**src/rtl/kem_seq_ctrl.sv**
```systemverilog
// ML-KEM top-level step sequencer: issues unit start pulses in a fixed order,
// walks the SampleA/CBD/NTT index loops and aborts on a hung unit.
module kem_seq_ctrl #(
    parameter int K       = 2,
    parameter int TIMEOUT = 4096,
    parameter int IW      = 3
) (
    input  logic          clk,
    input  logic          rst,
    input  logic          start_i,
    input  logic [2:0]    mode_i,
    input  logic [4:0]    mod_done_i,
    input  logic          ntt_done_i,
    output logic [4:0]    mod_start_o,
    output logic          ntt_start_o,
    output logic [2:0]    ntt_mode_o,
    output logic [IW-1:0] row_o,
    output logic [IW-1:0] col_o,
    output logic [IW-1:0] poly_idx_o,
    output logic          busy_o,
    output logic          done_o,
    output logic          err_o
);

    // kem_module_t bit layout
    localparam int M_TRNG  = 0;
    localparam int M_SAMPA = 1;
    localparam int M_CBD   = 2;
    localparam int M_HASHG = 3;
    localparam int M_LOM   = 4;

    // kem_mode_t / ntt_mode_t encodings
    localparam logic [2:0] MODE_KEYGEN = 3'b001;
    localparam logic [2:0] MODE_ENCAP  = 3'b010;
    localparam logic [2:0] MODE_DECAP  = 3'b100;
    localparam logic [2:0] NTT_A       = 3'd1;
    localparam logic [2:0] NTT_B       = 3'd2;

    localparam int WW = $clog2(TIMEOUT);

    localparam logic [IW-1:0] K_LAST   = IW'(K - 1);
    localparam logic [IW-1:0] K2_LAST  = IW'(2 * K - 1);
    localparam logic [WW-1:0] WD_LAST  = WW'(TIMEOUT - 1);

    typedef enum logic [2:0] {
        S_IDLE,
        S_TRNG,
        S_HASHG,
        S_SAMPA,
        S_CBD,
        S_NTT,
        S_LOM,
        S_FIN
    } state_t;

    state_t        state;
    logic          is_keygen;
    logic [WW-1:0] wdog;
    logic          hit;
    logic          mode_ok;
    logic [IW-1:0] ntt_last;

    assign mode_ok = (mode_i == MODE_KEYGEN) ||
                     (mode_i == MODE_ENCAP)  ||
                     (mode_i == MODE_DECAP);

    assign ntt_last = is_keygen ? K2_LAST : K_LAST;

    // Only the done of the unit currently being sequenced counts.
    always_comb begin
        hit = 1'b0;
        case (state)
            S_TRNG:  hit = mod_done_i[M_TRNG];
            S_HASHG: hit = mod_done_i[M_HASHG];
            S_SAMPA: hit = mod_done_i[M_SAMPA];
            S_CBD:   hit = mod_done_i[M_CBD];
            S_NTT:   hit = ntt_done_i;
            S_LOM:   hit = mod_done_i[M_LOM];
            default: hit = 1'b0;
        endcase
    end

    always_ff @(posedge clk or posedge rst) begin
        if (rst) begin
            state       <= S_IDLE;
            is_keygen   <= 1'b0;
            wdog        <= '0;
            mod_start_o <= '0;
            ntt_start_o <= 1'b0;
            ntt_mode_o  <= '0;
            row_o       <= '0;
            col_o       <= '0;
            poly_idx_o  <= '0;
            busy_o      <= 1'b0;
            done_o      <= 1'b0;
            err_o       <= 1'b0;
        end else begin
            mod_start_o <= '0;
            ntt_start_o <= 1'b0;
            done_o      <= 1'b0;
            err_o       <= 1'b0;
            case (state)
                S_IDLE: begin
                    if (start_i) begin
                        if (mode_ok) begin
                            is_keygen <= (mode_i == MODE_KEYGEN);
                            busy_o    <= 1'b1;
                            wdog      <= '0;
                            if (mode_i == MODE_DECAP) begin
                                state                <= S_HASHG;
                                mod_start_o[M_HASHG] <= 1'b1;
                            end else begin
                                state               <= S_TRNG;
                                mod_start_o[M_TRNG] <= 1'b1;
                            end
                        end else begin
                            err_o <= 1'b1;
                        end
                    end
                end
                S_FIN: state <= S_IDLE;
                default: begin
                    if (hit) begin
                        wdog <= '0;
                        case (state)
                            S_TRNG: begin
                                state                <= S_HASHG;
                                mod_start_o[M_HASHG] <= 1'b1;
                            end
                            S_HASHG: begin
                                state                <= S_SAMPA;
                                mod_start_o[M_SAMPA] <= 1'b1;
                            end
                            S_SAMPA: begin
                                if (col_o == K_LAST) begin
                                    col_o <= '0;
                                    if (row_o == K_LAST) begin
                                        row_o              <= '0;
                                        poly_idx_o         <= '0;
                                        state              <= S_CBD;
                                        mod_start_o[M_CBD] <= 1'b1;
                                    end else begin
                                        row_o                <= row_o + IW'(1);
                                        mod_start_o[M_SAMPA] <= 1'b1;
                                    end
                                end else begin
                                    col_o                <= col_o + IW'(1);
                                    mod_start_o[M_SAMPA] <= 1'b1;
                                end
                            end
                            S_CBD: begin
                                if (poly_idx_o == K2_LAST) begin
                                    poly_idx_o  <= '0;
                                    state       <= S_NTT;
                                    ntt_start_o <= 1'b1;
                                    ntt_mode_o  <= is_keygen ? NTT_A : NTT_B;
                                end else begin
                                    poly_idx_o         <= poly_idx_o + IW'(1);
                                    mod_start_o[M_CBD] <= 1'b1;
                                end
                            end
                            S_NTT: begin
                                if (poly_idx_o == ntt_last) begin
                                    poly_idx_o         <= '0;
                                    state              <= S_LOM;
                                    mod_start_o[M_LOM] <= 1'b1;
                                end else begin
                                    poly_idx_o  <= poly_idx_o + IW'(1);
                                    ntt_start_o <= 1'b1;
                                end
                            end
                            S_LOM: begin
                                state  <= S_FIN;
                                done_o <= 1'b1;
                                busy_o <= 1'b0;
                            end
                            default: state <= S_IDLE;
                        endcase
                    end else if (wdog == WD_LAST) begin
                        // Hung unit: abandon the operation.
                        state      <= S_IDLE;
                        err_o      <= 1'b1;
                        busy_o     <= 1'b0;
                        row_o      <= '0;
                        col_o      <= '0;
                        poly_idx_o <= '0;
                        wdog       <= '0;
                    end else begin
                        wdog <= wdog + WW'(1);
                    end
                end
            endcase
        end
    end

endmodule

```
**config.mk**
```make
export PLATFORM = sky130hd
export DESIGN_NAME = kem_seq_ctrl
export DESIGN_NICKNAME = d
export VERILOG_FILES = /design/src/rtl/kem_seq_ctrl.sv
export SDC_FILE = /design/constraint.sdc
export NUM_CORES = 1
export LEC_CHECK = 0
export CAP_MARGIN = 30
export CORE_UTILIZATION = 30
export CTS_BUF_LIST = sky130_fd_sc_hd__clkbuf_4 sky130_fd_sc_hd__clkbuf_8
export CTS_CLUSTER_SIZE = 20
export DETAILED_ROUTE_END_ITERATION = 12
export HOLD_SLACK_MARGIN = 0.1
export PLACE_DENSITY_LB_ADDON = 0.2
export SYNTH_ARGS = -nofsm -noshare
export SYNTH_HDL_FRONTEND = slang
export SYNTH_SLANG_ARGS = --single-unit
```
**constraint.sdc**
```tcl
create_clock -name clk -period 2.5 [get_ports clk]
set_input_delay 0.5 -clock clk [delete_from_list [all_inputs] [get_ports clk]]
set_output_delay 0.5 -clock clk [all_outputs]
set_load 0.02 [all_outputs]
```
==> reports/metrics.cfg, run 1 <==
[routing]
drtIter0Drc=93
ant_nets=0
vias=1773
drcViolationCount=0
wirelength_mm=5.073
drt-vias-per-instance=5.139
dr.pass1.iters=5
wl_per_cell_um=14.70

[timing]
rsz0062_at_grt=no
hold_violations=0
fmax_ghz=0.4554
finalClockSkew_ps=7.308
fin_crit_sh=0.8784
worst_pin_slew_ps=530.9
setup_viol=0
setup_tns_ps=0
period_minus_slack_ps=2196
timing.final.ws_setup_ps=303.9
slew_headroom=0.6430
drv_slew=0

[pwr]
p_sw_frac=0.3977
intPower_mw=1.724
power_frac_comb=0.485
switching_power_mw=1.139
power_density_nw_per_um2=1057
p_leak_nw=1.131
ir_drop_mv=0.3361
seqPwrFrac=0.316
p_clk_frac=0.199

[cells_and_area]
layout-drive-gt1-share=0.1660
finalNetCount=280
antenna-diode-count=0
stdcell_area_um2=2708
areaGrowthSynthToFinish_pct=29.66
utilization=0.4007
fillers=680

[floorplan]
coreArea_um2=6756
start_util=0.3091
die_h_um=85.43
die_area_um2=7298
boundaryPins=33
row_count=30
die_x_um=85.43

[yosys]
synth-edff-count=0
yosysWarningCount=0
synth_nets=234
seq_area_frac_synth=0.4314
synth_area_leader_cell=dfrtp_1
synth_flop_cell=dfrtp_1
synth_async_sr_flop_share=1.000
synth.cells.most_frequent=dfrtp_1 (36), nor2_1 (19), nand2_1 (18)
synth.avg_cell_area_um2=9.579
synth_cell_types=60
syn_area_um2=2088
synth_top_area_frac=0.4314
ys_ff_latch=36
synth_area_leaders=dfrtp_1 (43%), xnor2_1 (3.8%), nor2_1 (3.4%)
synthesis.instances=218
yosysMostFrequentCell=dfrtp_1

[worst_hold_path]
hold_path_end=ntt_mode_o[0]
hold_path_class=flip-flop to flip-flop
min_path_cells=1
min-delay-start=ntt_mode_o[0]

[run_status]
outcome=finished clean

[setup_path]
crit_slowest_cell=or4_4
cp_max_fo=7
timing.rr.start=wdog[0]
critical_path.top_delay_family=simple AND/OR/NAND/NOR gates
crit_chain=ha_1 > nand2_1 > or4_4 > nor4_4 > buf_4 > nor2_2 > a211o_1
crit_required_ps=2680
crit_type=flip-flop to flip-flop
critPathArrivalTime_ps=2370
slowest_delay_ps=620
crit_buf_inv=1
regToRegSetupSlack_ps=300
cp-end-kind=flip-flop
start_kind=flip-flop
reg2reg_depth=7
timing.rr.end=row_o[1]

[global_route]
grt-ovfl-total=0
grt_pass1_vias=1737
grt_usage=0.1494
antenna_found_initial=0
grt_start_max_net_pins=37
grt_first_pass_wirelength_mm=8.556

[flow_run]
maxCapViolCount=0

[clock_tree]
cts.repair.resized=0
clock_sinks=36
post-cts-setup-buffer-count=0
cts_hold_buffers=0
cts_tree=done
clk-insertion-delay-late_ps=290
cts-root-buf=clkbuf_8
path_clk_slew_ps=80
cts_buffers=5
cts.htree.levels=2
cts.path.max_buffers=2

[place]
post-place-ws_ps=60.78
port_buffers=31
place_congestion=0.8191
place_hpwl_mm=3.640
place_area_um2=2581

==> metrics by stage <==
stage / power (mW) / hold slack (ps) / instances
3_5_place_dp: 2.303 / 499.7 / 337
3_3_place_gp: 2.300 / 491.1 / 337
4_1_cts: 2.884 / 513.5 / 345
5_1_grt: 3.073 / 529.9 / 345
2_1_floorplan: 1.755 / 481.3 / 218
6_report: 2.863 / 510.4 / 345
==> registers in the layout, summed over array words and instances, names as in the netlist <==
name	count
col_o	3
done_o	1
err_o	1
mod_start_o	5
busy_o	1
ntt_mode_o	2
row_o	3
is_keygen	1
poly_idx_o	3
ntt_start_o	1
wdog	12
state	3
==> worst max-delay path by stage <==
stage,end,start,depth (start not counted)
floorplan,row_o[1],wdog[0],7
global placement,poly_idx_o[1],ntt_done_i,7
detailed placement,row_o[1],ntt_done_i,7
CTS,poly_idx_o[1],wdog[0],7
global route,state[0],state[2],5
finish,row_o[1],wdog[0],7
==> placed cells by master (no fill, tap or decap), types with 3 or more instances in the layout <==
master	synthesis	routed
nor3b_1	3	3
inv_1	7	7
nor4b_1	3	3
clkdlybuf4s50_1	0	31
clkbuf_8	0	7
nand2_1	18	18
nor3_1	9	9
or2_2	3	3
ha_1	4	4
xnor2_1	9	9
nand2b_1	4	4
buf_4	1	18
o21ai_0	8	8
a22o_1	3	3
nand3_1	4	4
a31oi_1	4	4
a21oi_1	10	10
mux2_2	3	3
mux2i_1	3	3
xor2_1	3	3
o22ai_1	3	3
nor3_2	3	3
or3_1	3	3
nor2_1	19	19
dfrtp_1	36	36
==> cells by family (layout without fill, tap and decap cells) <==
kind of cell    Yosys count  count (layout)  synth area share
compound gates           50              50            0.1654
xor+xnor                 12              12           0.05033
fa+ha+maj                 4               4           0.02397
buf+inv                  17              64           0.03774
flops                    36              36            0.4314
mux                       6               6           0.03056
other cells               1               1          0.001796
simple gates             92              92            0.2588
==> worst register-to-register path, stage by stage (launching register included) <==
cell and delay (ps):
dfrtp_1 390, ha_1 180, nand2_1 100, or4_4 620
nor4_4 280, buf_4 180, nor2_2 40, a211o_1 280
==> layer usage <==
layer / track usage / routed length, µm / vias to the layer above
met5: 0 / 0 / -
met4: 0.05606 / 72 / 0
met3: 0.03113 / 180 / 8
met2: 0.2160 / 2183 / 39
met1: 0.2179 / 2636 / 842
li1: - / - / 884
==> power groups by stage <==
stage	clock network [mW]	logic, mW	registers, mW
after CTS	0.586	1.39	0.907
after global routing	0.617	1.53	0.931
after global placement	0	1.38	0.920
after detailed placement	0	1.39	0.917
final	0.571	1.39	0.905
after floorplan	0	0.819	0.936
==> area by class of cell <==
type / instances / area [µm²] / area share
Inverter: 7 / 26.28 / 0.009704
Clock inverter: 1 / 30.03 / 0.01109
Timing Repair Buffer: 49 / 445.4 / 0.1645
Tap cell: 80 / 100.1 / 0.03697
Clock buffer: 7 / 96.34 / 0.03558
Multi-Input combinational cell: 165 / 1109 / 0.4094
Sequential cell: 36 / 900.9 / 0.3327
(Power assumes the default switching activity.)
==> run 2, diff against run 1 <==
- CAP_MARGIN: 30 -> 20
- PLACE_DENSITY_LB_ADDON: 0.2 -> default
==> run 2 against run 1 <==
Final area shrank 0.23%. Fmax shrank 4.4%. Largest cell class unchanged. Power shrank 3.4%. Clock skew about the same. Hold slack improved by 14 ps. Sequential share of layout area increased by 0.077 points. Via count shrank 0.68%. Utilization decreased by 0.093 points. Worst setup slack worse by 100 ps. Combinational power grew 3%. First-iteration DRC count increased by 6.5%.
==> reports/metrics.cfg, run 2 (synthesized netlist as in run 1, its figures left out) <==
[flow_run]
maxCapViolCount=0  ; unchanged

[global_route]
antenna_found_initial=0  ; unchanged
grt_first_pass_wirelength_mm=8.390  ; -1.9%
grt_pass1_vias=1702  ; -2.0%
grt-ovfl-total=0  ; unchanged
grt_usage=0.1471  ; -0.002319
grt_start_max_net_pins=37  ; unchanged

[setup_path]
cp-end-kind=flip-flop
crit_required_ps=2670  ; about the same
start_kind=flip-flop
critical_path.top_delay_family=simple AND/OR/NAND/NOR gates
slowest_delay_ps=690  ; +70 ps
crit_buf_inv=0  ; -1
cp_max_fo=20  ; +13
crit_slowest_cell=dfrtp_1
crit_type=flip-flop to flip-flop
crit_chain=nand2b_1 > or2_2 > nor3_1 > a211o_1 > mux2_2
critPathArrivalTime_ps=2470  ; +100 ps

[clock_tree]
cts.path.max_buffers=2  ; unchanged
path_clk_slew_ps=70  ; about the same
cts_buffers=5  ; unchanged
post-cts-setup-buffer-count=0  ; unchanged
cts-root-buf=clkbuf_8
cts.htree.levels=2  ; unchanged
clk-insertion-delay-late_ps=290  ; about the same
cts_hold_buffers=0  ; unchanged
clock_sinks=36  ; unchanged
cts_tree=done
cts.repair.resized=0  ; unchanged

[cells_and_area]
multi_input_area_um2=1109  ; unchanged
instances_no_fill=348  ; +0.87%
antenna-diode-count=0  ; unchanged
finalNetCount=283  ; +1.1%
areaGrowthSynthToFinish_pct=29.36
largest_register_ffs=12  ; unchanged
final_common_cell=dfrtp_1
top_register=wdog
layout-drive-gt1-share=0.1754  ; +0.009335
final-seq-area_um2=900.9  ; unchanged
final_cell_mix=dfrtp_1 (36), clkdlybuf4s50_1 (31), buf_4 (21)
fillers=679  ; -0.15%
top_regs=wdog (12), mod_start_o (5)

[place]
post-place-ws_ps=-3.437  ; -64.22 ps
place_hpwl_mm=3.511  ; -3.6%
port_buffers=31  ; unchanged
dpl.cell_count=340  ; +0.89%
place_congestion=0.7531  ; -8.1%

[routing]
drt-vias-per-instance=5.060  ; -1.5%
ant_nets=0  ; unchanged
wirelength_mm=4.741  ; -6.5%
drcViolationCount=0  ; unchanged
drtIter0Drc=99  ; +6.5%
dr.pass1.iters=4  ; -1
vias=1761  ; -0.68%
wl_per_cell_um=13.62  ; -7.4%

[floorplan]
row_count=30  ; unchanged
start_util=0.3091  ; unchanged
boundaryPins=33  ; unchanged
die_area_um2=7298  ; unchanged
coreArea_um2=6756  ; unchanged
die_h_um=85.43  ; unchanged
die_x_um=85.43  ; unchanged

[timing]
hold_violations=0  ; unchanged
timing.final.ws_setup_ps=203.8  ; -100.1 ps
rsz0062_at_grt=no
hold_ws_ps=524.9  ; +14.48 ps
fmax_ghz=0.4355  ; -4.4%
finalClockSkew_ps=7.140  ; -0.1675 ps
period_minus_slack_ps=2296  ; +100.1 ps
worst_pin_slew_ps=550.2  ; +19.24 ps
slew_headroom=0.6332  ; -0.009803
setup_viol=0  ; unchanged
drv_slew=0  ; unchanged
fin_crit_sh=0.9185  ; +0.04005

[pwr]
power_density_nw_per_um2=1024  ; -3.2%
p_leak_nw=1.133  ; +0.20%
ir_drop_mv=0.3062  ; -8.9%

[run_status]
outcome=finished clean

[worst_hold_path]
hold_path_class=flip-flop to flip-flop

[run 2: area by class of cell]
cell class | instances | share of cell area
repair buffers | 52 | 0.1732
inverters | 7 | 0.009727
clock buffers | 8 | 0.03613
well taps | 80 | 0.03705
flip-flops and latches | 36 | 0.3335
multi-input cells | 165 | 0.4104
[run 2: final timing paths]
kind,start,endpoint,slack [ps],depth (start not counted)
min in group asynchronous,rst,mod_start_o[4],610,3
max in group asynchronous,rst,col_o[2],1550,3
min reg2reg,ntt_mode_o[0],ntt_mode_o[0],520,1
max reg2reg,state[2],state[0],200,5
max,state[2],state[0],200,5
min,ntt_mode_o[0],ntt_mode_o[0],520,1
[run 2: per-stage QoR]
step,setup TNS [ps],instance area [µm²],power (mW),util
6_report,0,2701,2.766,0.3998
5_1_grt,0,2701,2.988,0.3998
4_1_cts,0,2701,2.789,0.3998
3_5_place_dp,-3.437,2604,2.320,0.3854
3_3_place_gp,0,2604,2.314,0.3854
2_1_floorplan,0,2088,1.755,-
[run 2: metal layers]
| metal | global-route usage | vias to the layer above | wire length [µm] |
|---|---|---|---|
| li1 | - | 890 | - |
| met1 | 0.2077 | 827 | 2332 |
| met2 | 0.2218 | 37 | 2148 |
| met3 | 0.03016 | 7 | 185 |
| met4 | 0.05455 | 0 | 75 |
| met5 | 0 | - | 0 |
[run 2: where the power goes]
part / leakage, nW / internal, mW / switching, mW
clock: 0.0523 / 0.247 / 0.207
sequential: 0.481 / 0.722 / 0.163
combinational: 0.599 / 0.678 / 0.749
==> run 3, diff against run 2 <==
- ABC_CLOCK_PERIOD_IN_PS: default -> 1900
- clock period: 2.5 -> 1.9 ns (I/O delays scaled with it)
==> run 3 against run 2 <==
The run now ends with setup timing left. Final area rose by 19%. Clock-buffer cell count fell by 2. Cell count rose by 14%. First-iteration DRC count rose by 13%. Highest routed layer unchanged.
==> reports/metrics.cfg, run 3 (synthesized netlist as in run 1, its figures left out) <==
[pwr]
p_leak_nw=1.425  ; +26%
power_density_nw_per_um2=1306  ; +28%
ir_drop_mv=0.5390  ; +76%

[place]
place_hpwl_mm=3.981  ; +13%
place_area_um2=2925  ; +12%
place_congestion=0.7965  ; +5.8%
port_buffers=31  ; unchanged

[routing]
drtIter0Drc=112  ; +13%
dr.pass1.iters=4  ; unchanged
wl_per_cell_um=13.90  ; +2.1%
ant_nets=0  ; unchanged
drcViolationCount=0  ; unchanged
vias=1953  ; +11%
drt-vias-per-instance=4.919  ; -2.8%
wirelength_mm=5.520  ; +16%

[cells_and_area]
areaGrowthSynthToFinish_pct=54.16
fillers=633  ; -6.8%
antenna-diode-count=0  ; unchanged
final-seq-area_um2=904.6  ; +0.42%
finalNetCount=332  ; +17%
final_common_cell=buf_4
multi_input_area_um2=1241  ; +12%
top_regs=wdog (12), mod_start_o (5)
layout-drive-gt1-share=0.3691  ; +0.1937
top_register=wdog
largest_register_ffs=12  ; unchanged
stdcell_area_um2=3219  ; +19%
final_cell_mix=buf_4 (67), dfrtp_1 (33), clkdlybuf4s50_1 (28)

[global_route]
grt-busiest-layer=met2
grt_first_pass_wirelength_mm=9.294  ; +11%
grt_pass1_vias=1945  ; +14%
use_met1=0.2241  ; +0.01640
met3_usage=0.02918  ; -0.0009728
grt_start_max_net_pins=37  ; unchanged
antenna_found_initial=0  ; unchanged
globalRouteMet2Util=0.2560  ; +0.03418
grt-ovfl-total=0  ; unchanged
grt_usage=0.1600  ; +0.01287

[setup_path]
slowest_delay_ps=500  ; -190 ps
cp-startpoint=ntt_done_i
critical_path.top_delay_family=simple AND/OR/NAND/NOR gates
timing.rr.start=wdog[1]
crit_buf_inv=1  ; +1
crit_slowest_cell=clkdlybuf4s50_1
crit_chain=clkdlybuf4s50_1 > mux2i_4 > or2_2 > nor3_2 > a211o_1 > mux2_2
crit_type=input port to flip-flop
critPathArrivalTime_ps=2100  ; -370 ps
crit_required_ps=2070  ; -600 ps
start_kind=input port
cp-end-kind=flip-flop
cp_max_fo=4  ; -80%

[run_status]
violations=setup timing
outcome=complete, but fails checks

[clock_tree]
cts_tree=done
clock_sinks=36  ; unchanged
path_clk_slew_ps=80  ; about the same
cts.htree.levels=2  ; unchanged
cts-root-buf=clkbuf_8
clk-insertion-delay-late_ps=280  ; about the same
cts_hold_buffers=0  ; unchanged
cts.path.max_buffers=2  ; unchanged
cts_buffers=5  ; unchanged

[timing]
setup_tns_ps=-45.01  ; -45.01 ps
setup_viol=3  ; +3
rsz0062_at_grt=yes
fin_crit_sh=1.014
period_minus_slack_ps=1926
hold_violations=0  ; unchanged
timing.final.ws_setup_ps=-25.77  ; -229.5 ps
finalClockSkew_ps=9.012  ; +1.872 ps
fmax_ghz=0.5193
drv_slew=0  ; unchanged

[floorplan]
coreArea_um2=6756  ; unchanged
boundaryPins=33  ; unchanged
die_x_um=85.43  ; unchanged
row_count=30  ; unchanged
die_h_um=85.43  ; unchanged
start_util=0.3091  ; unchanged
die_area_um2=7298  ; unchanged

[worst_hold_path]
min-delay-start=mode_i[2]
hold_path_class=input port to flip-flop

[flow_run]
maxCapViolCount=0  ; unchanged

run 3: cell types whose count changed in the layout (fill, tap and decap cells not counted), sizes merged:
cell,previous run,this run
buf,21,70
clkbuf,8,6
clkinv,0,2
clkdlybuf4s50,31,28
dlymetal6s2s,0,3
run 3: area by class of cell:
class | count | share of cell area
repair buffers | 101 | 0.2654
clock inverters | 2 | 0.003109
well taps | 80 | 0.03109
flip-flops and latches | 36 | 0.2810
multi-input cells | 165 | 0.3855
inverters | 7 | 0.008162
clock buffers | 6 | 0.02565
run 3: final timing paths:
| path | end | slack (ps) | cells past startpoint |
|---|---|---|---|
| worst max register to register | state[0] | -10 | 5 |
| min in group asynchronous | wdog[4] | 480 | 3 |
| worst min register to register | ntt_mode_o[0] | 510 | 1 |
| worst max-delay path | state[0] | -30 | 6 |
| max in group asynchronous | poly_idx_o[0] | 1030 | 3 |
| worst min-delay path | mod_start_o[0] | 390 | 2 |
run 3: per-layer routing:
metal | share of wire | vias up
met1 | 0.50 | 915
li1 | - | 1000
met2 | 0.46 | 36
met5 | 0 | -
met4 | 0.0065 | 0
met3 | 0.030 | 2
run 3: through the flow:
stage,total power [mW],hold slack [ps],setup slack [ps],utilization,cells
CTS,4.118,519.4,-49.38,0.4581,395
global route,4.532,422.5,-82.70,0.4765,397
finish,4.206,392.7,-25.77,0.4765,397
floorplan,2.334,451.4,-39.41,-,218
detailed placement,3.434,501.4,-435.2,0.4330,381
global placement,3.420,497.5,-375.5,0.4330,381
run 3: repair_timing:
item / CTS / global route
gates resized for setup: 6 / 24
pin swaps: 5 / 8
setup endpoints to repair: 17 / 27
buffers inserted: 7 / 3
gates cloned: 0 / 0
run 3: where the power goes:
group          internal (mW)  switching (mW)  total, mW
combinational           1.30            1.25       2.54
sequential             0.956           0.139       1.10
clock                  0.290           0.277      0.567
total                   2.54            1.66       4.21
